==> config.mk <==
export PLATFORM = sky130hd
export DESIGN_NAME = serial_addsub_ctrl
export DESIGN_NICKNAME = d
export VERILOG_FILES = /design/src/rtl/serial_addsub_ctrl.sv
export SDC_FILE = /design/constraint.sdc
export NUM_CORES = 1
export LEC_CHECK = 0
export ABC_CLOCK_PERIOD_IN_PS = 4400
export CORE_UTILIZATION = 50
export CTS_BUF_LIST = sky130_fd_sc_hd__clkbuf_8 sky130_fd_sc_hd__clkbuf_16
export DETAILED_ROUTE_END_ITERATION = 6
export DONT_BUFFER_PORTS = 1
export MAX_ROUTING_LAYER = met4
export PLACE_DENSITY = 0.65
export SLEW_MARGIN = 10
export SYNTH_ARGS = -nofsm -noshare
export SYNTH_HDL_FRONTEND = slang
export SYNTH_SLANG_ARGS = --single-unit
export TNS_END_PERCENT = 20
==> constraint.sdc <==
create_clock -name clk -period 4.4 [get_ports clk]
set_input_delay 0 -clock clk [delete_from_list [all_inputs] [get_ports clk]]
set_output_delay 0 -clock clk [all_outputs]
set_load 0.01 [all_outputs]
==> src/rtl/serial_addsub_ctrl.sv <==
// Bit-serial add/subtract sequencer driving one external full-adder cell, LSB first.
// Optional saturation on signed overflow: define SERIAL_ADDSUB_SAT_EN.
module serial_addsub_ctrl #(
    parameter int unsigned WIDTH = 8
) (
    input  logic             clk,
    input  logic             rst,
    input  logic             start,
    input  logic             sub,
    input  logic [WIDTH-1:0] op_a,
    input  logic [WIDTH-1:0] op_b,
    output logic             busy,
    output logic             done,
    output logic [WIDTH-1:0] result,
    output logic             cout,
    output logic             ovf,
    output logic             fa_a,
    output logic             fa_b,
    output logic             fa_ci,
    output logic             fa_en,
    input  logic             fa_sum,
    input  logic             fa_co
);

    localparam int unsigned CW = (WIDTH > 1) ? $clog2(WIDTH) : 1;

    typedef enum logic [1:0] {
        ST_IDLE = 2'd0,
        ST_RUN  = 2'd1,
        ST_DONE = 2'd2
    } state_t;

    state_t           r_state;
    state_t           w_state_nxt;

    logic [WIDTH-1:0] r_a_sh;
    logic [WIDTH-1:0] r_b_sh;
    logic [WIDTH-1:0] r_acc;
    logic [WIDTH-1:0] r_result;
    logic             r_sub_q;
    logic             r_carry;
    logic             r_cout;
    logic             r_ovf;
    logic [CW-1:0]    r_cnt;

    logic             w_last;
    logic             w_ovf;
    logic [WIDTH-1:0] w_acc_nxt;
    logic [WIDTH-1:0] w_result_nxt;

    assign w_last    = (r_cnt == CW'(WIDTH - 1));
    assign w_acc_nxt = {fa_sum, r_acc[WIDTH-1:1]};
    // Carry into the MSB is the registered carry during the final bit step.
    assign w_ovf     = r_carry ^ fa_co;

`ifdef SERIAL_ADDSUB_SAT_EN
    logic r_sign_a;

    always_comb begin
        w_result_nxt = w_acc_nxt;
        if (w_ovf) begin
            w_result_nxt = r_sign_a ? {1'b1, {(WIDTH-1){1'b0}}}
                                    : {1'b0, {(WIDTH-1){1'b1}}};
        end
    end
`else
    assign w_result_nxt = w_acc_nxt;
`endif

    always_ff @(posedge clk) begin
        if (rst) begin
            r_state <= ST_IDLE;
        end else begin
            r_state <= w_state_nxt;
        end
    end

    always_comb begin
        w_state_nxt = r_state;
        busy        = 1'b0;
        done        = 1'b0;
        fa_a        = 1'b0;
        fa_b        = 1'b0;
        fa_ci       = 1'b0;
        fa_en       = 1'b0;
        unique case (r_state)
            ST_IDLE: begin
                if (start) begin
                    w_state_nxt = ST_RUN;
                end
            end
            ST_RUN: begin
                busy  = 1'b1;
                fa_en = 1'b1;
                fa_a  = r_a_sh[0];
                fa_b  = r_b_sh[0] ^ r_sub_q;
                fa_ci = r_carry;
                if (w_last) begin
                    w_state_nxt = ST_DONE;
                end
            end
            ST_DONE: begin
                busy        = 1'b1;
                done        = 1'b1;
                w_state_nxt = ST_IDLE;
            end
            default: begin
                w_state_nxt = ST_IDLE;
            end
        endcase
    end

    always_ff @(posedge clk) begin
        if (rst) begin
            r_a_sh   <= '0;
            r_b_sh   <= '0;
            r_acc    <= '0;
            r_result <= '0;
            r_sub_q  <= 1'b0;
            r_carry  <= 1'b0;
            r_cout   <= 1'b0;
            r_ovf    <= 1'b0;
            r_cnt    <= '0;
`ifdef SERIAL_ADDSUB_SAT_EN
            r_sign_a <= 1'b0;
`endif
        end else begin
            case (r_state)
                ST_IDLE: begin
                    if (start) begin
                        r_a_sh   <= op_a;
                        r_b_sh   <= op_b;
                        r_sub_q  <= sub;
                        r_carry  <= sub;
                        r_cnt    <= '0;
`ifdef SERIAL_ADDSUB_SAT_EN
                        r_sign_a <= op_a[WIDTH-1];
`endif
                    end
                end
                ST_RUN: begin
                    r_a_sh  <= {1'b0, r_a_sh[WIDTH-1:1]};
                    r_b_sh  <= {1'b0, r_b_sh[WIDTH-1:1]};
                    r_acc   <= w_acc_nxt;
                    r_carry <= fa_co;
                    r_cnt   <= r_cnt + CW'(1);
                    if (w_last) begin
                        r_result <= w_result_nxt;
                        r_cout   <= fa_co;
                        r_ovf    <= w_ovf;
                    end
                end
                default: begin
                end
            endcase
        end
    end

    assign result = r_result;
    assign cout   = r_cout;
    assign ovf    = r_ovf;

endmodule

Word level (Yosys, flattened, before mapping). Index checks and enable logic that the tools add are counted.

Output and inout bits: 16. Flip-flop bits (word level): 41. Input port bits: 22. Word-level logic and storage cells: 42.

Add/subtract/negate cells: 1. Mux-type cells: 17. Bitwise logic cells: 2. Reductions and logical operators: 7. Equality and inequality tests: 5.

Operators with widths (count): 8-bit one-hot mux with 2 select lines (2); 8-bit 2-to-1 mux (2); 2-bit AND reduction (4); 1-bit 2-to-1 mux (7); 3-bit one-hot mux with 2 select lines (1); 2-bit 2-to-1 mux (2); 2-bit inequality test, second input constant (2); 2-bit one-hot mux with 2 select lines (1); 3-bit by 1-bit adder with 3-bit output, second input constant (1); 3-bit equality test, second input constant (1); 3-bit 2-to-1 mux (1); 2-bit by 1-bit equality test with 1-bit output, second input constant (1); 2-bit equality test, second input constant (1); 2-bit logical NOT (1); 1-bit one-hot mux with 2 select lines (1); 2-bit nonzero test (1); 2-bit OR reduction (1); 1-bit XOR (2).

Logic depth before layout (Yosys ltp). Gate-level depths: netlist of run 1.

Depth in word-level cells: 3. Depth in mapped cells: 7. Depth with buffers taken out: 5.

Worst setup path after synthesis of run 1. No wires, ideal clock.

Kind: reg-to-reg. Start point: reg r_state[1]. End point: reg r_a_sh[5]. Path buffers: 2. Slack: 2.887 ns. Period minus slack after synthesis: 1.513 ns. Library setup time: 0.143 ns. Arrival time: 1.370 ns. Cell stages (with the launch flop): 8. Data required time: 4.257 ns. Cell sequence: dfxtp_1 -> inv_1 -> ha_1 -> buf_4 -> mux2_4 -> buf_4 -> nor2_1 -> a211oi_2.

Word-level cells in the longest chain between the ends: 3. Elaborated cells on any way between the ends: 6. Classes of those cells: 2 x eq/ne; 1 x mux; 3 x reduce/logical.

Ends and longest elaborated chain: start, declared (RTL line 33) `state_t r_state;`; start signal, assigned (RTL line 74) `r_state <= w_state_nxt;`; 2-bit by 1-bit equality test with 1-bit output or 2-bit logical NOT (tied branches) (RTL line 128) `case (r_state)`; 2-bit nonzero test (no source line) or 2-bit inequality test (tied branches); 2-bit AND reduction (no source line); end signal, assigned (RTL line 131) `r_a_sh <= op_a;`; end signal, assigned (RTL line 142) `r_a_sh <= {1'b0, r_a_sh[WIDTH-1:1]};`; end, declared (RTL line 36) `logic [WIDTH-1:0] r_a_sh;`.

Parallel ways exist; a longest one is shown, timed or not. A chain may end at the register's enable or synchronous reset.

Final worst setup path of run 1.
Start point: reg r_state[1]. End point: reg r_carry.

Word-level cells in the longest chain between the ends: 3. Elaborated cells on any way between the ends: 6. Classes of those cells: 2 x eq/ne; 1 x mux; 3 x reduce/logical.

Ends and longest elaborated chain: 2-bit by 1-bit equality test with 1-bit output or 2-bit logical NOT (tied branches) (RTL line 128); 2-bit nonzero test (no source line) or 2-bit inequality test (tied branches); 2-bit AND reduction (no source line); end signal, assigned (RTL line 134) `r_carry <= sub;`; end signal, assigned (RTL line 145) `r_carry <= fa_co;`; end, declared (RTL line 41) `logic r_carry;`.

Parallel ways exist; a longest one is shown, timed or not.

==> results by group, run 1 <==
Run status
  • Status: finished, final reports clean

Logic synthesis
  • Seq cells post-synth: 40
  • Avg Cell Area, Syn: around 9.7 um2
  • Largest family of logic cells by synthesized area: compound AO/OA/AOI/OAI gates
  • Post-Synth Adder-Cell Area: 0.03479
  • Compound-Gate Fraction of Synth Area: 0.1698
  • Post-Synth XOR/XNOR Area: 0.009743
  • Synth cell types: 26
  • Mapped Area: roughly 1800 um2
  • Synth Area in Simple Gates: 0.1454
  • Post-synthesis mux area share: 0.1364
  • Cells after Synth: roughly 190
  • Mapped Nets: around 210
  • Sequential share of the synthesized area: 0.4454
  • Synth Warn #: 0

Pwr
  • Max VDD drop: approximately 0.00018 V
  • Part of the power in combinational logic: 0.152
  • Leak pwr: ~0.78 nW
  • Switching power: 0.2066 mW
  • Reg power frac: 0.464
  • Switching Share: 0.2433
  • Pwr dens: 400.5 nW/um2
  • Internal Power: approximately 0.64 mW
  • Clock share of power: 0.383

Die
  • Cell Rows: 21
  • IO Pins: 38
  • Die area: around 3800 um2
  • Die width: between 60 and 70 um
  • Placeable Area: approximately 3400 um2
  • Starting density of the core: 0.5305
  • Die height: roughly 62 um

Worst setup path
  • Critical Path RT: roughly 4.6 ns
  • Crit-path max cell delay: a little over 0.8 ns
  • CP endpoint kind: flip-flop
  • Critical Path Start Type: flip-flop
  • CP max FO: 37
  • Crit-path slowest cell: ha_2
  • Critical path cell sequence: inv_1, ha_2, mux2i_1, dlygate4sd3_1, a211oi_2
  • Critical Path AT: between 2 and 3 ns
  • Crit Path Category: reg -> reg

Timing
  • Max_slew headroom: 0.3600
  • Hold Vio Cnt, Final: 0
  • Highest clock rate: about 0.43 GHz
  • Pins Over Slew Limit: 0
  • Final setup vio count: 0
  • Slew @ Worst Pin: 0.9600 ns
  • Final Skew: ~0.0085 ns
  • Period utilization: 0.5225
  • Final worst path period need: ~2.3 ns
  • Fin Hold WS: roughly 0.014 ns
  • RSZ-0062 raised after global routing: false
  • Setup TNS Final: 0 ns

Route
  • Via/cell ratio: 5.238
  • Post-Route WL: around 3.4 mm
  • Antenna viol nets, final: 0
  • 1st-iter DRT viols: 45
  • # DRC: 0
  • DR vias: about 1300
  • 1st-pass router iterations: 4
  • Wire length per cell: between 10 and 15 um

Placement
  • Routability cong.: 0.7677
  • PortBufs: 0
  • Post-placement cell area: around 1800 um2
  • Placed insts: between 200 and 250
  • Post-DP HPWL: between 2 and 2.5 mm

GRT
  • First-pass GRT wire length: approximately 5.2 mm
  • Remaining global-route overflow: 0
  • Met2 usage: 0.3495
  • GRT busiest layer: met2
  • GR Util met3: 0.07660
  • GR Layer Usage met1: 0.1926
  • Largest net degree at the start of global routing: 41
  • Vias in the first global route: ~1300
  • Total GRT Usage: 0.1969
  • Number of antenna violations at the first check in global routing: 0

Final layout
  • Post-route insts no fill: approximately 250
  • # nets final: ~230
  • Layout fillers: approximately 290
  • Layout area overhead: 17.95%
  • Design area: 2121 um2
  • Layout cell share with drive strength beyond 1: 0.1287
  • Antenna cell count: 0

Clock network
  • CTS clk-pin slew, worst paths: around 0.07 ns
  • CTS tree: yes
  • Clock sinks: 40
  • TritonCTS buffer count: 5
  • Htree depth: 2
  • Clk_lat worst skew: 0.30 ns
  • Maximum clock path buffer count: 2
  • Post-cts repair resize count: 0
  • Clock root buffer master: clkbuf_8

Flow run
  • Max-cap violations: 0

Worst hold path
  • Hold WC Path Type: in -> reg
[state kept, by name, indices dropped and copies added (netlist names)]
signal / count
r_sub_q: 1
result: 8
ovf: 1
r_carry: 1
cout: 1
r_state: 2
r_cnt: 3
r_b_sh: 8
r_a_sh: 8
r_acc: 7
[cell type report]
cell class | instances | area [um2] | area share
clock buffer | 7 | 96.34 | 0.04543
clock inverter | 1 | 30.03 | 0.01416
inverter | 3 | 11.26 | 0.005310
multi-input combinational | 129 | 894.6 | 0.4218
sequential | 40 | 800.8 | 0.3776
tap | 46 | 57.56 | 0.02714
timing repair buffer | 22 | 230.2 | 0.1086
[power by group through the flow]
stage,Combinational (mW),Clock (mW),Sequential [mW]
after global placement,0.100,0,0.402
after floorplan,0.109,0,0.399
final,0.130,0.325,0.395
after CTS,0.131,0.333,0.395
after global routing,0.142,0.351,0.398
after detailed placement,0.105,0,0.403
[metrics by stage]
stage / utilization / worst slack (ns) / power (mW)
finish: 0.6257 / 2.101 / 0.8494
global route: 0.6257 / 1.940 / 0.8897
CTS: 0.6257 / 2.120 / 0.8584
detailed placement: 0.5205 / 2.220 / 0.5076
global placement: 0.5205 / 2.312 / 0.5023
floorplan: - / 2.887 / 0.5084
[critical path, delay by kind of cell (launching register included)]
kind                     cells  cell delay (ns)
AO/OA/AOI/OAI                1             0.20
flip-flops                   1             0.33
buffers and inverters        2             0.69
multiplexers                 1             0.19
adder cells (fa/ha/maj)      1             0.82
[synth_stat cells]
cell type	count	area share
xnor2_1	1	0.0049
clkbuf_4	1	0.0042
buf_4	3	0.013
nand2_1	22	0.046
nand3_1	3	0.0083
buf_6	3	0.019
o21ai_0	2	0.0056
mux2_4	1	0.0083
nand3b_1	1	0.0042
xor2_1	1	0.0049
and2_1	4	0.014
nor2b_1	2	0.0070
a21oi_1	15	0.042
dfxtp_1	40	0.45
clkbuf_1	2	0.0042
a211oi_1	2	0.0083
nand2b_1	2	0.0070
inv_1	3	0.0063
a211oi_2	15	0.10
nor3_1	1	0.0028
a32oi_1	2	0.0097
buf_1	2	0.0042
nor2_1	27	0.056
buf_2	3	0.0083
ha_1	5	0.035
mux2i_1	23	0.13
[cell usage in the layout, fill, tap and decap left out, drive strengths merged, types with 3 or more instances in the layout]
master / n
dfxtp: 40
nor2: 27
mux2i: 23
nand2: 22
dlygate4sd3: 21
a211oi: 17
a21oi: 15
clkbuf: 7
ha: 5
and2: 4
inv: 3
nand3: 3
[final timing paths]
check | from | end | slack, ns | depth (start not counted)
worst min-delay path | op_a[6] | r_a_sh[6] | 0.01 | 2
worst max-delay path | r_state[1] | r_carry | 2.10 | 5
worst max register to register | r_state[1] | r_carry | 2.10 | 5
worst min register to register | r_sub_q | r_sub_q | 0.47 | 2
[metal layers]
layer | up-vias | share of wire
met4 | 0 | 0.013
met1 | 603 | 0.45
met5 | - | 0
li1 | 670 | -
met2 | 21 | 0.50
met3 | 5 | 0.039
[logic make-up after synthesis]
group / after synthesis
AOI/OAI and AO/OA: 36
xor gates and xnor gates: 2
adders and majority gates: 5
DFF: 40
buffers and inverters: 17
and+or+nand+nor: 62
muxes: 24
[what timing repair did]
| item | CTS | global route |
|---|---|---|
| buffers inserted | 0 | 0 |
| endpoints found under the hold margin | 40 | 0 |
| hold buffers | 22 | 0 |
No activity file was read; power rests on OpenSTA's default activity.
==> run 2: changes to the inputs <==
- ABC_AREA: default -> 1
- ABC_CLOCK_PERIOD_IN_PS: 4400 -> 1990
- PLACE_DENSITY: 0.65 -> 0.68
- clock period: 4.4 -> 1.99 ns (I/O delays scaled with it)
==> results by group, run 2 <==
Logic synthesis
  • Synth cell types: 20
  • Post-synth EDFFs: 0
  • Largest cells by area after synthesis: dfxtp_1 (43%), nand2_1 (17%), nor2_1 (10%), nand3b_1 (5.6%), a21oi_1 (4.0%)
  • Sequential share of the synthesized area: 0.4272
  • Synth cell count leaders: nand2_1 (84), nor2_1 (52), dfxtp_1 (40)
  • Mapped Nets: 292
  • Most frequent cell after synthesis: nand2_1
  • Mapped Area: around 1900 um2
  • Share of the synthesized area in the top cell type: 0.4272
  • Seq cells post-synth: 40
  • Cells after Synth: roughly 270
  • Top FF cell, synth: dfxtp_1
  • Synth Warn #: 0
  • Ys async rst share: 0
  • Avg Cell Area, Syn: just over 7 um2
  • Leading area contributor after synthesis: dfxtp_1

Final layout
  • Layout cell share with drive strength beyond 1: 0.05694
  • Util after Layout: 0.6118
  • Most common cell after layout, fill and taps aside: nand2_1
  • Antenna cell count: 0
  • Layout area overhead: 13.22%
  • # nets final: 308
  • Most frequent cells in the layout: nand2_1 (84), nor2_1 (52), dfxtp_1 (40)

Pwr
  • Leak pwr: roughly 0.96 nW
  • Pwr Total: approximately 1.6 mW
  • Max VDD drop: between 0.0005 and 0.0006 V
  • Pwr dens: approximately 770 nW/um2

Clock network
  • Clock root buffer master: clkbuf_8
  • TritonCTS buffer count: 5
  • Clock sinks: 40
  • Maximum clock path buffer count: 2
  • Clk_lat worst skew: approximately 0.29 ns
  • CTS tree: yes
  • Htree depth: 2
  • CTS clk-pin slew, worst paths: ~0.07 ns

Placement
  • Routability cong.: between 0.7 and 0.8
  • Post-DP HPWL: 2.485 mm
  • PortBufs: 0

GRT
  • Total GRT Usage: 0.2318
  • Number of antenna violations at the first check in global routing: 0
  • Vias in the first global route: approximately 1600
  • Largest net degree at the start of global routing: 29
  • First-pass GRT wire length: ~7 mm
  • Remaining global-route overflow: 0

Worst setup path
  • CP endpoint kind: primary output
  • Critical path cell sequence: inv_1, ha_1, buf_4, o21ai_0, a21oi_1
  • CP max FO: 14
  • FF-to-FF Start: r_state[1]
  • Crit Path Category: reg -> out
  • Critical path destination: fa_b
  • Critical Path Source: r_state[1]
  • Critical Path AT: 1.75 ns
  • Reg2reg end: cout
  • Critical Path Start Type: flip-flop
  • Critical Path RT: ~2.0 ns
  • Crit-path slowest cell: ha_1
  • R2r setup slk: around 0.27 ns
  • Worst reg2reg path depth: 6
  • Crit-path max cell delay: 0.38 ns

Route
  • # DRC: 0
  • 1st-pass router iterations: 4
  • 1st-iter DRT viols: 101
  • Wire length per cell: about 12 um
  • Via/cell ratio: around 5.0
  • Post-Route WL: 3.896 mm
  • DR vias: ~1600
  • Antenna viol nets, final: 0

Timing
  • Slew @ Worst Pin: around 0.67 ns
  • Setup TNS Final: 0 ns
  • Period utilization: 0.8792
  • Hold Vio Cnt, Final: 0
  • Final worst path period need: 1.750 ns
  • Pins Over Slew Limit: 0
  • RSZ-0062 raised after global routing: false
  • Max_slew headroom: 0.5526
  • Final Skew: ~0.0052 ns
  • Final setup vio count: 0
  • Highest clock rate: 0.5715 GHz

Worst hold path
  • Hold Startpoint: start
  • Hold WC Path Type: in -> reg

Die
  • Die width: about 63 um
  • IO Pins: 38
  • Placeable Area: between 3000 and 4000 um2
  • Cell Rows: 21
  • Die height: 63.23 um
  • Starting density of the core: 0.5404
  • Die area: approximately 4000 um2

Flow run
  • Max-cap violations: 0

Run status
  • Status: finished, final reports clean
-- run 2: changes by cell type after synthesis, moves of 11 or more --
cell / previous run / this run
nor2_1: 27 / 52
nand2_1: 22 / 84
o21ai_0: 2 / 13
mux2i_1: 23 / 0
a211oi_2: 15 / 1
nand3b_1: 1 / 14
-- run 2: logic make-up (layout without fill, tap and decap cells) --
logic type	Yosys count	after routing	synth area share
and+or+nand+nor	160	160	0.3585
adders and majority gates	5	5	0.03338
xor gates and xnor gates	1	1	0.004674
AOI/OAI and AO/OA	29	29	0.08144
buffers and inverters	30	46	0.09479
DFF	40	40	0.4272
-- run 2: worst max-delay path, delay by kind of cell (launching register included) --
| family | cells | cell delay, ns |
|---|---|---|
| flip-flops | 1 | 0.33 |
| adder cells (fa/ha/maj) | 1 | 0.38 |
| buffers and inverters | 2 | 0.36 |
| AO/OA/AOI/OAI | 2 | 0.38 |
-- run 2: where the power goes --
part           switching, mW  internal (mW)
Clock                  0.267          0.233
Combinational          0.158          0.111
Sequential            0.0229          0.846
-- run 2: layer usage --
metal	up-vias	share of wire	track usage
li1	860	-	-
met1	713	0.48	0.2749
met2	46	0.45	0.3656
met3	7	0.053	0.04891
met4	0	0.025	0.1278
met5	-	0	-
-- run 2: through the flow --
stage               hold slack [ns]  setup slack [ns]  std cells  instance area, um2
global placement            0.07081            0.3259        300                1841
global route                0.09130           0.04649        327                2122
CTS                         0.06204            0.2127        327                2118
detailed placement          0.07202            0.2381        300                1841
floorplan                   0.06907            0.7046        265                1874
finish                      0.06588            0.2403        327                2122
-- run 2: repair_timing --
| item | CTS | global route |
|---|---|---|
| resized for setup | 0 | 1 |
| setup endpoints to repair | 0 | 1 |
| hold buffers | 20 | 0 |
| setup buffers | 0 | 0 |
| endpoints found under the hold margin | 32 | 0 |
-- run 2: worst min path at each step --
stage / endpoint / slack [ns] / depth (start not counted)
after floorplan: r_cnt[1] / 0.07 / 1
after global placement: r_acc[1] / 0.07 / 1
after detailed placement: r_acc[5] / 0.07 / 1
after CTS: r_state[1] / 0.06 / 4
after global routing: r_cnt[1] / 0.09 / 4
final: r_state[1] / 0.07 / 4
-- run 2: area by class of cell --
| cell class | count | area (um2) |
|---|---|---|
| Fill cell | 341 | 1346 |
| Clock buffer | 5 | 68.82 |
| Tap cell | 46 | 57.56 |
| Multi-Input combinational cell | 195 | 895.9 |
| Clock inverter | 2 | 8.758 |
| Inverter | 15 | 60.06 |
| Sequential cell | 40 | 800.8 |
| Timing Repair Buffer | 24 | 230.2 |
